**src/rtl/dice_roll_scheduler_pkg.sv**
```systemverilog
// Shared types and constants for the dice roll scheduler.
// Holds die-select codes, FSM states and datapath widths.
package dice_pkg;

  localparam int SUM_W = 12;
  localparam int CNT_W = 4;
  localparam int NUM_W = 8;

  localparam logic [1:0] DIE_0       = 2'b00;
  localparam logic [1:0] DIE_1       = 2'b01;
  localparam logic [1:0] DIE_2       = 2'b10;
  localparam logic [1:0] DIE_INVALID = 2'b11;

  typedef enum logic [1:0] {
    IDLE = 2'b00,
    ROLL = 2'b01,
    WAIT = 2'b10,
    DONE = 2'b11
  } state_t;

endpackage

```
**src/rtl/dice_roll_scheduler_if.sv**
```systemverilog
// Requester-side request/response bundle of the scheduler.
// master: requesters; slave: the scheduler.
import dice_pkg::*;

interface dice_roll_scheduler_if #(
  parameter int NUM_REQ = 4
);

  logic [NUM_REQ-1:0]       req_valid;
  logic [2*NUM_REQ-1:0]     req_die;
  logic [CNT_W*NUM_REQ-1:0] req_count;
  logic [NUM_REQ-1:0]       req_ready;
  logic [NUM_REQ-1:0]       rsp_valid;
  logic [SUM_W-1:0]         rsp_sum;
  logic                     rsp_error;

  modport master (
    output req_valid, req_die, req_count,
    input  req_ready, rsp_valid, rsp_sum, rsp_error
  );

  modport slave (
    input  req_valid, req_die, req_count,
    output req_ready, rsp_valid, rsp_sum, rsp_error
  );

endinterface

```
**src/rtl/dice_roll_scheduler_rr_arbiter.sv**
```systemverilog
// Combinational round-robin pick: first set req bit at or after rr_ptr.
// Ports: req, rr_ptr in; one-hot gnt and gnt_idx out.
module rr_arbiter #(
  parameter int NUM_REQ = 4,
  parameter int IDX_W   = (NUM_REQ > 1) ? $clog2(NUM_REQ) : 1
) (
  input  logic [NUM_REQ-1:0] req,
  input  logic [IDX_W-1:0]   rr_ptr,
  output logic [NUM_REQ-1:0] gnt,
  output logic [IDX_W-1:0]   gnt_idx
);

  always_comb begin
    gnt     = '0;
    gnt_idx = '0;
    for (int k = 0; k < NUM_REQ; k++) begin
      if (gnt == '0 &&
          req[(int'(rr_ptr) + k) % NUM_REQ]) begin
        gnt[(int'(rr_ptr) + k) % NUM_REQ] = 1'b1;
        gnt_idx = IDX_W'((int'(rr_ptr) + k) % NUM_REQ);
      end
    end
  end

endmodule

```
**src/rtl/dice_roll_scheduler.sv**
```systemverilog
// Shares one dice_roller between NUM_REQ requesters, sums N rolls each.
// Ports: clk, reset_n, bus (slave), roller_die_select/roll out, roller_number in.
import dice_pkg::*;

module dice_roll_scheduler #(
  parameter int NUM_REQ    = 4,
  parameter int RESULT_LAT = 1
) (
  input  logic             clk,
  input  logic             reset_n,
  dice_roll_scheduler_if.slave bus,
  output logic [1:0]       roller_die_select,
  output logic             roller_roll,
  input  logic [NUM_W-1:0] roller_number
);

  localparam int IDX_W = (NUM_REQ > 1) ? $clog2(NUM_REQ) : 1;
  localparam int WT_W  = $clog2(RESULT_LAT + 1);

  state_t state_q, state_d;

  logic [NUM_REQ-1:0] gnt;
  logic [IDX_W-1:0]   gnt_idx;
  logic [IDX_W-1:0]   g_q;
  logic [IDX_W-1:0]   rr_ptr_q;
  logic [1:0]         die_q;
  logic [CNT_W-1:0]   rem_q;
  logic [SUM_W-1:0]   sum_q;
  logic [WT_W-1:0]    wait_q;
  logic [SUM_W-1:0]   rsp_sum_q;
  logic               rsp_err_q;

  logic               xfer;
  logic [1:0]         new_die;
  logic [CNT_W-1:0]   new_cnt;
  logic [CNT_W-1:0]   rem_init;
  logic               new_bad;
  logic               last_wait;
  logic               rem_last;
  logic [SUM_W-1:0]   sum_acc;

  rr_arbiter #(
    .NUM_REQ(NUM_REQ),
    .IDX_W  (IDX_W)
  ) u_arb (
    .req    (bus.req_valid),
    .rr_ptr (rr_ptr_q),
    .gnt    (gnt),
    .gnt_idx(gnt_idx)
  );

  // gnt only has a bit set where req_valid is set, so this is valid&ready
  assign xfer     = (state_q == IDLE) && (|gnt);
  assign new_die  = bus.req_die[2*int'(gnt_idx) +: 2];
  assign new_cnt  = bus.req_count[CNT_W*int'(gnt_idx) +: CNT_W];
  assign rem_init = (new_cnt == '0) ? CNT_W'(1) : new_cnt;
  assign new_bad  = (new_die == DIE_INVALID);

  assign last_wait = (state_q == WAIT) && (wait_q == WT_W'(1));
  assign rem_last  = (rem_q == CNT_W'(1));
  assign sum_acc   = sum_q +
                     {{(SUM_W-NUM_W){1'b0}}, roller_number};

  always_ff @(posedge clk or negedge reset_n) begin
    if (!reset_n) state_q <= IDLE;
    else          state_q <= state_d;
  end

  always_comb begin
    state_d = state_q;
    unique case (state_q)
      IDLE: if (xfer) state_d = new_bad ? DONE : ROLL;
      ROLL: state_d = WAIT;
      WAIT: if (last_wait) state_d = rem_last ? DONE : ROLL;
      DONE: state_d = IDLE;
      default: state_d = IDLE;
    endcase
  end

  always_ff @(posedge clk or negedge reset_n) begin
    if (!reset_n) begin
      g_q       <= '0;
      rr_ptr_q  <= '0;
      die_q     <= '0;
      rem_q     <= '0;
      sum_q     <= '0;
      wait_q    <= '0;
      rsp_sum_q <= '0;
      rsp_err_q <= 1'b0;
    end else begin
      if (xfer) begin
        g_q   <= gnt_idx;
        die_q <= new_die;
        rem_q <= rem_init;
        sum_q <= '0;
        if (new_bad) begin
          rsp_sum_q <= '0;
          rsp_err_q <= 1'b1;
        end
      end
      if (state_q == ROLL) wait_q <= WT_W'(RESULT_LAT);
      if (state_q == WAIT) begin
        wait_q <= wait_q - WT_W'(1);
        if (last_wait) begin
          sum_q <= sum_acc;
          rem_q <= rem_q - CNT_W'(1);
          // response registers load on DONE entry only
          if (rem_last) begin
            rsp_sum_q <= sum_acc;
            rsp_err_q <= 1'b0;
          end
        end
      end
      if (state_q == DONE) begin
        rr_ptr_q <= (g_q == IDX_W'(NUM_REQ-1)) ?
                    '0 : g_q + IDX_W'(1);
      end
    end
  end

  assign bus.req_ready = (state_q == IDLE) ? gnt : '0;
  assign bus.rsp_valid = (state_q == DONE) ?
                         (NUM_REQ'(1) << g_q) : '0;
  assign bus.rsp_sum   = rsp_sum_q;
  assign bus.rsp_error = rsp_err_q;

  assign roller_roll       = (state_q == ROLL);
  assign roller_die_select = die_q;

endmodule
```
**src/flat_wrapper.sv**
```systemverilog
// flat-port wrapper written by rule: the top's interface ports become plain ports
module dice_roll_scheduler_flat 
#(
  parameter int NUM_REQ    = 4,
  parameter int RESULT_LAT = 1
)
  (clk, reset_n, roller_die_select, roller_roll, roller_number, bus_req_valid, bus_req_die, bus_req_count, bus_req_ready, bus_rsp_valid, bus_rsp_sum, bus_rsp_error);
  dice_roll_scheduler_if #(.NUM_REQ(NUM_REQ)) bus_i ();
  input  logic clk;
  input  logic reset_n;
  output logic [1:0] roller_die_select;
  output logic roller_roll;
  input  logic [NUM_W-1:0] roller_number;
  input wire logic [$bits(bus_i.req_valid)-1:0] bus_req_valid;
  input wire logic [$bits(bus_i.req_die)-1:0] bus_req_die;
  input wire logic [$bits(bus_i.req_count)-1:0] bus_req_count;
  output wire logic [$bits(bus_i.req_ready)-1:0] bus_req_ready;
  output wire logic [$bits(bus_i.rsp_valid)-1:0] bus_rsp_valid;
  output wire logic [$bits(bus_i.rsp_sum)-1:0] bus_rsp_sum;
  output wire logic [$bits(bus_i.rsp_error)-1:0] bus_rsp_error;
  assign bus_i.req_valid = bus_req_valid;
  assign bus_i.req_die = bus_req_die;
  assign bus_i.req_count = bus_req_count;
  assign bus_req_ready = bus_i.req_ready;
  assign bus_rsp_valid = bus_i.rsp_valid;
  assign bus_rsp_sum = bus_i.rsp_sum;
  assign bus_rsp_error = bus_i.rsp_error;
  dice_roll_scheduler #(.NUM_REQ(NUM_REQ), .RESULT_LAT(RESULT_LAT)) u_core (.clk(clk), .reset_n(reset_n), .bus(bus_i), .roller_die_select(roller_die_select), .roller_roll(roller_roll), .roller_number(roller_number));
endmodule
```
**config.mk**
```make
export PLATFORM = sky130hd
export DESIGN_NAME = dice_roll_scheduler_flat
export DESIGN_NICKNAME = d
export VERILOG_FILES = /design/src/rtl/dice_roll_scheduler_pkg.sv /design/src/rtl/dice_roll_scheduler_if.sv /design/src/rtl/dice_roll_scheduler_rr_arbiter.sv /design/src/rtl/dice_roll_scheduler.sv /design/src/flat_wrapper.sv
export SDC_FILE = /design/constraint.sdc
export NUM_CORES = 1
export LEC_CHECK = 0
export CORE_ASPECT_RATIO = 0.6
export CORE_MARGIN = 3
export CORE_UTILIZATION = 25
export DETAILED_ROUTE_END_ITERATION = 8
export SLEW_MARGIN = 10
export SYNTH_ARGS = -nofsm -noshare
export SYNTH_HDL_FRONTEND = slang
export SYNTH_SLANG_ARGS = --single-unit
```
**constraint.sdc**
```tcl
create_clock -name clk -period 5.4 [get_ports clk]
set_clock_uncertainty 0.15 [all_clocks]
set_input_delay 1.62 -clock clk [delete_from_list [all_inputs] [get_ports clk]]
set_output_delay 1.62 -clock clk [all_outputs]
set_load 0.005 [all_outputs]
```
# == Word-level counts from Yosys, hierarchy flattened ==
# Cells that the tools add are included.
# totals
ff_bits,38
in_bits,38
output_inout_bits,24
# op_classes
add_sub_neg,7
n_lt_le_gt_ge,8
eq_ne,8
shifts,3
muxes,54
bitwise,6
reduce_logical,20
# ops
operator,n
$mux 12,8
$mux 4,10
$mux 1,18
$mux 2,9
$logic_not 4->1,4
$shiftx 16x5->4,1
$add 12x8->12,1
$lt 3x4->1 const B,3
$or 4x4->4,3
$ge 3x1->1 const B,3
$logic_and 1x1->1,9
$bmux 1 s2,4
$demux 1 s2,4
$eq 2x2->1 const B,4
$pmux 2 s4,1
$shiftx 8x4->2,1
$reduce_or 2->1,3
$add 2x1->2 const B,2
$add 2x2->2 const B,2
$eq 4x1->1 const B,1
$ne 2x1->1 const B,2
$reduce_or 4->1,1
$shl 1x2->4 const A,1
$sub 4x1->4 const B,1
8 further kinds,10

# == Longest topological paths before layout ==
# logic_depth
ltp_word,22
depth_mapped,14
mapped_depth_nobuf,13

# == Cells and area by module ==
# From an unflattened synthesis, not the netlist that was laid out.
# unflattened
hier_cells,293
area_unflattened_um2,2871.5
# modules_own_cells
mod,instances,cells_per_inst,area_per_inst_um2,seq_area_each_um2
dice_roll_scheduler,1,228,2357.3,950.9
rr_arbiter,1,65,514.2,0.0

# == Worst setup path after synthesis ==
# No wires, ideal clock.
# synth_path
path_type,input -> output
start,input bus_req_valid[3]
end,output bus_req_ready[1]
arrival_time_ns,3.334
setup_slack_ns,0.296
cell_stages,8
cell_sequence,mux4_2 -> buf_6 -> or3b_1 -> a21oi_2 -> o2111ai_2 -> nor2_4 -> nand2_1 -> a21oi_1
# synth_via
elab_chain_len,13
# synth_lines
element,line,text
"start, declared",flat_wrapper.sv:14,input wire logic [$bits(bus_i.req_valid)-1:0] bus_req_valid;
$bmux 1 s2,dice_roll_scheduler_rr_arbiter.sv:18,req[(int'(rr_ptr) + k) % NUM_REQ]) begin
$mux 1 (not written as such),dice_roll_scheduler_rr_arbiter.sv:18,
$mux 4,dice_roll_scheduler_rr_arbiter.sv:17,if (gnt == '0 &&
$logic_not 4->1,dice_roll_scheduler_rr_arbiter.sv:17,
$logic_and 1x1->1,dice_roll_scheduler_rr_arbiter.sv:17,
$mux 4,dice_roll_scheduler_rr_arbiter.sv:17,
$logic_not 4->1,dice_roll_scheduler_rr_arbiter.sv:17,
$logic_and 1x1->1,dice_roll_scheduler_rr_arbiter.sv:17,
$mux 4,dice_roll_scheduler_rr_arbiter.sv:17,
$logic_not 4->1,dice_roll_scheduler_rr_arbiter.sv:17,
$logic_and 1x1->1,dice_roll_scheduler_rr_arbiter.sv:17,
$mux 4 (*),dice_roll_scheduler_rr_arbiter.sv:17,
$mux 4 (*),dice_roll_scheduler.sv:121,assign bus.req_ready = (state_q == IDLE) ? gnt : '0;
"end, declared",flat_wrapper.sv:17,output wire logic [$bits(bus_i.req_ready)-1:0] bus_req_ready;
# Every way passes the cells marked *; elsewhere a longest branch is shown, timed or not. The select of a mux whose other input is x is not followed.

# == Final worst setup path ==
# Same ends and word-level chain as after synthesis.

==> flow_summary.ini <==
[outcome]
status = completed

[drt]
drt-total-wl_um = 8260
via_per_inst = 4.68
dr.pass1.iters = 4
drt_iter0_drc = 177
ant_nets = 0
wl_per_cell_um = 14.9
vias = 2597
drcViolationCount = 0

[place]
portBuffers = 61
hpwlAfterDp_um = 6400
place.gp.congestion = 0.861

[floorplan]
ioPinCount = 62
die_h_um = 89.5
start_util_pct = 26.5
die_w_um = 145
rows = 29
dieArea_mm2 = 0.0130
core_area_mm2 = 0.0110

[pwr]
ir_drop_uv = 238
power_density_mw_per_mm2 = 716
total_power_mw = 2.88
power_leakage_nw = 1.78

[synthesis]
synth_top_cell_area_share_pct = 32.7
netlist-cell-type-count = 51
avgSynthCellArea_um2 = 9.29
synth_area_leaders = dfrtp_1, ha_1, nand2_1
yosysWarnings = 0
ys_ff_latch = 38
synthCells = 313
synth_top_family_by_area = compound AO/OA/AOI/OAI gates
async_flop_share_pct = 100
syn-cell-area_mm2 = 0.00291
synth-main-ff-cell = dfrtp_1
synth_area_leader_cell = dfrtp_1
synth-compound-area-share_pct = 19.6
yosys.area_share.adder_pct = 11.9
synth_fp_nets = 378
ys_seq_area_share_pct = 32.7
synthTopCellsByCount = dfrtp_1, nand2_1, ha_1
muxShareOfSynthArea_pct = 11.4
yosys.area_share.simple_pct = 16.1
yosys.cell_count.top_type = dfrtp_1
synth_xor_area_share_pct = 2.71
synth-edff-count = 0

[sta]
fin_setup_tns_ps = 0
hold_violations = 0
worst_pin_slew_ps = 884
post-route-period-util_pct = 98.8
fmax_mhz = 187
setup_viol_count_final = 0
drv_slew = 0
rsz0062_at_grt = true
relSlewSlack_pct = 41.1
period_minus_slack_ps = 5340

[clocking]
clk_pin_slew_ps = 60
numClockSinks = 38
cts_tree = done
ctsHoldBuffers = 0
cts-htree-levels = 2
cts_inserted_buffers = 5
clk_latency_ps = 280
cts_buffer_depth = 2
ctsRootBufferMaster = clkbuf_16

[setup_path]
cp_slowest_cell = mux4_2
crit_path_max_incr_delay_ps = 540
endpoint_kind = output pin
cp_max_fo = 7
path_cells = buf_6 > mux4_2 > buf_4 > a21boi_4 > a21o_1 > nor2_1 > a222oi_1 > a21oi_2 > buf_2
start_kind = input port
arrival_ps = 3570
crit_type = in2out
crit_required_ps = 3630

[cells_and_area]
postLayoutCoreUtil_pct = 36.8
num_antenna_cells = 0
fillers = 1118
area_growth_pct = 38.6
drive_gt1_share_pct = 20.0
fin_nets = 464

[global_routing]
grt_antenna_before_repair = 0
grt_use_total_pct = 12.6
grt_pass1_wl_um = 13100
grt_pass1_vias = 2550
grt_max_degree = 39
overflow = 0

[min_path]
min_path_type = reg2reg

[run]
maxCapViolations = 0
[power breakdown]
group	switching, mW	internal (mW)	total [mW]
Combinational	1.07	1.04	2.11
Clock	0.113	0.171	0.284
Sequential	0.0889	0.401	0.490
Total	1.27	1.61	2.88
[logic make-up (layout without fill, tap and decap cells)]
family	Yosys count	in the layout
AOI/OAI and AO/OA	82	82
DFF	38	38
and+or+nand+nor	99	99
adders and majority gates	27	27
xor gates and xnor gates	9	9
buffers and inverters	35	122
muxes	23	23
[cell type report]
class                      instances  area [um2]  share of cell area, %
inverter                          25        93.8                   2.33
tap                              155         194                   4.81
clock buffer                       6         129                   3.20
sequential                        38         951                   23.6
timing repair buffer              89         821                   20.4
multi-input combinational        240        1830                   45.3
clock inverter                     2        13.8                  0.342
[path summary, 6_finish.rpt]
kind / startpoint / end / slack [ps] / cells past startpoint
max in group asynchronous: reset_n / u_core.sum_q[8]$_DFF_PN0_ / 3230 / 1
min: u_core.bus.rsp_error$_DFF_PN0_ / u_core.bus.rsp_error$_DFF_PN0_ / 330 / 1
min reg2reg: u_core.bus.rsp_error$_DFF_PN0_ / u_core.bus.rsp_error$_DFF_PN0_ / 330 / 1
min in group asynchronous: reset_n / u_core.bus.rsp_sum[3]$_DFF_PN0_ / 1310 / 1
max: bus_req_valid[3] / bus_req_ready[1] / 60 / 9
max reg2reg: u_core.rr_ptr_q[1]$_DFFE_PN0P_ / u_core.rem_q[1]$_DFF_PN0_ / 800 / 17
[per-stage QoR]
step / hold slack [ps] / instances / setup WS [ps] / instance area, um2
2_1_floorplan: 321 / 313 / 296 / 2910
3_3_place_gp: 317 / 541 / -598 / 3820
3_5_place_dp: 321 / 541 / -650 / 3820
4_1_cts: 335 / 554 / 15.1 / 3990
5_1_grt: 358 / 555 / -93.3 / 4030
6_report: 334 / 555 / 63.9 / 4030
[routing by layer]
layer / global-route usage [%] / share of wire, %
met1: 18.5 / 52
met3: 3.95 / 6.6
met4: 2.93 / 0.90
met5: 0 / 0
met2: 18.0 / 40
[placed cells by master, fill, tap and decap left out, types with 2 or more instances in the layout]
cell             instances
a211oi_1                 2
a211oi_2                 2
a21o_1                   5
a21oi_1                 19
a21oi_2                 10
a222oi_1                 2
and2_1                  10
buf_2                    4
buf_4                   25
buf_6                    6
clkbuf_16                5
clkdlybuf4s50_1         52
dfrtp_1                 38
ha_1                    26
inv_1                   25
mux2_2                   5
mux2i_1                 11
mux4_1                   2
mux4_2                   4
nand2_1                 34
nand2b_1                 2
nand3_1                 13
nor2_1                  24
nor2_2                   4
nor2b_1                  2
nor3_1                   2
o2111ai_1                2
o21a_1                   2
o21ai_0                 20
o21ai_1                  4
o31ai_1                  2
or3_1                    2
xnor2_1                  8
[state kept, by name, summed over array words and instances, names as in the netlist]
| register | cells |
|---|---|
| u_core.bus.rsp_sum | 12 |
| u_core.state_q | 2 |
| u_core.bus.rsp_error | 1 |
| u_core.rem_q | 4 |
| u_core.sum_q | 12 |
| u_core.wait_q | 1 |
| u_core.rr_ptr_q | 2 |
| u_core.g_q | 2 |
| u_core.roller_die_select | 2 |
[worst max-delay path, delay by kind of cell]
family | cells | cell delay, ps
compound gates | 4 | 880
buf+inv | 3 | 430
mux | 1 | 540
simple gates | 1 | 90
[timing repair]
action / 4_1_cts / 5_1_grt
setup endpoints to repair: 4 / 4
setup buffers: 6 / 1
pin swaps: 5 / 7
resized for setup: 36 / 9
Note: power is estimated with default switching activity, not from simulation.
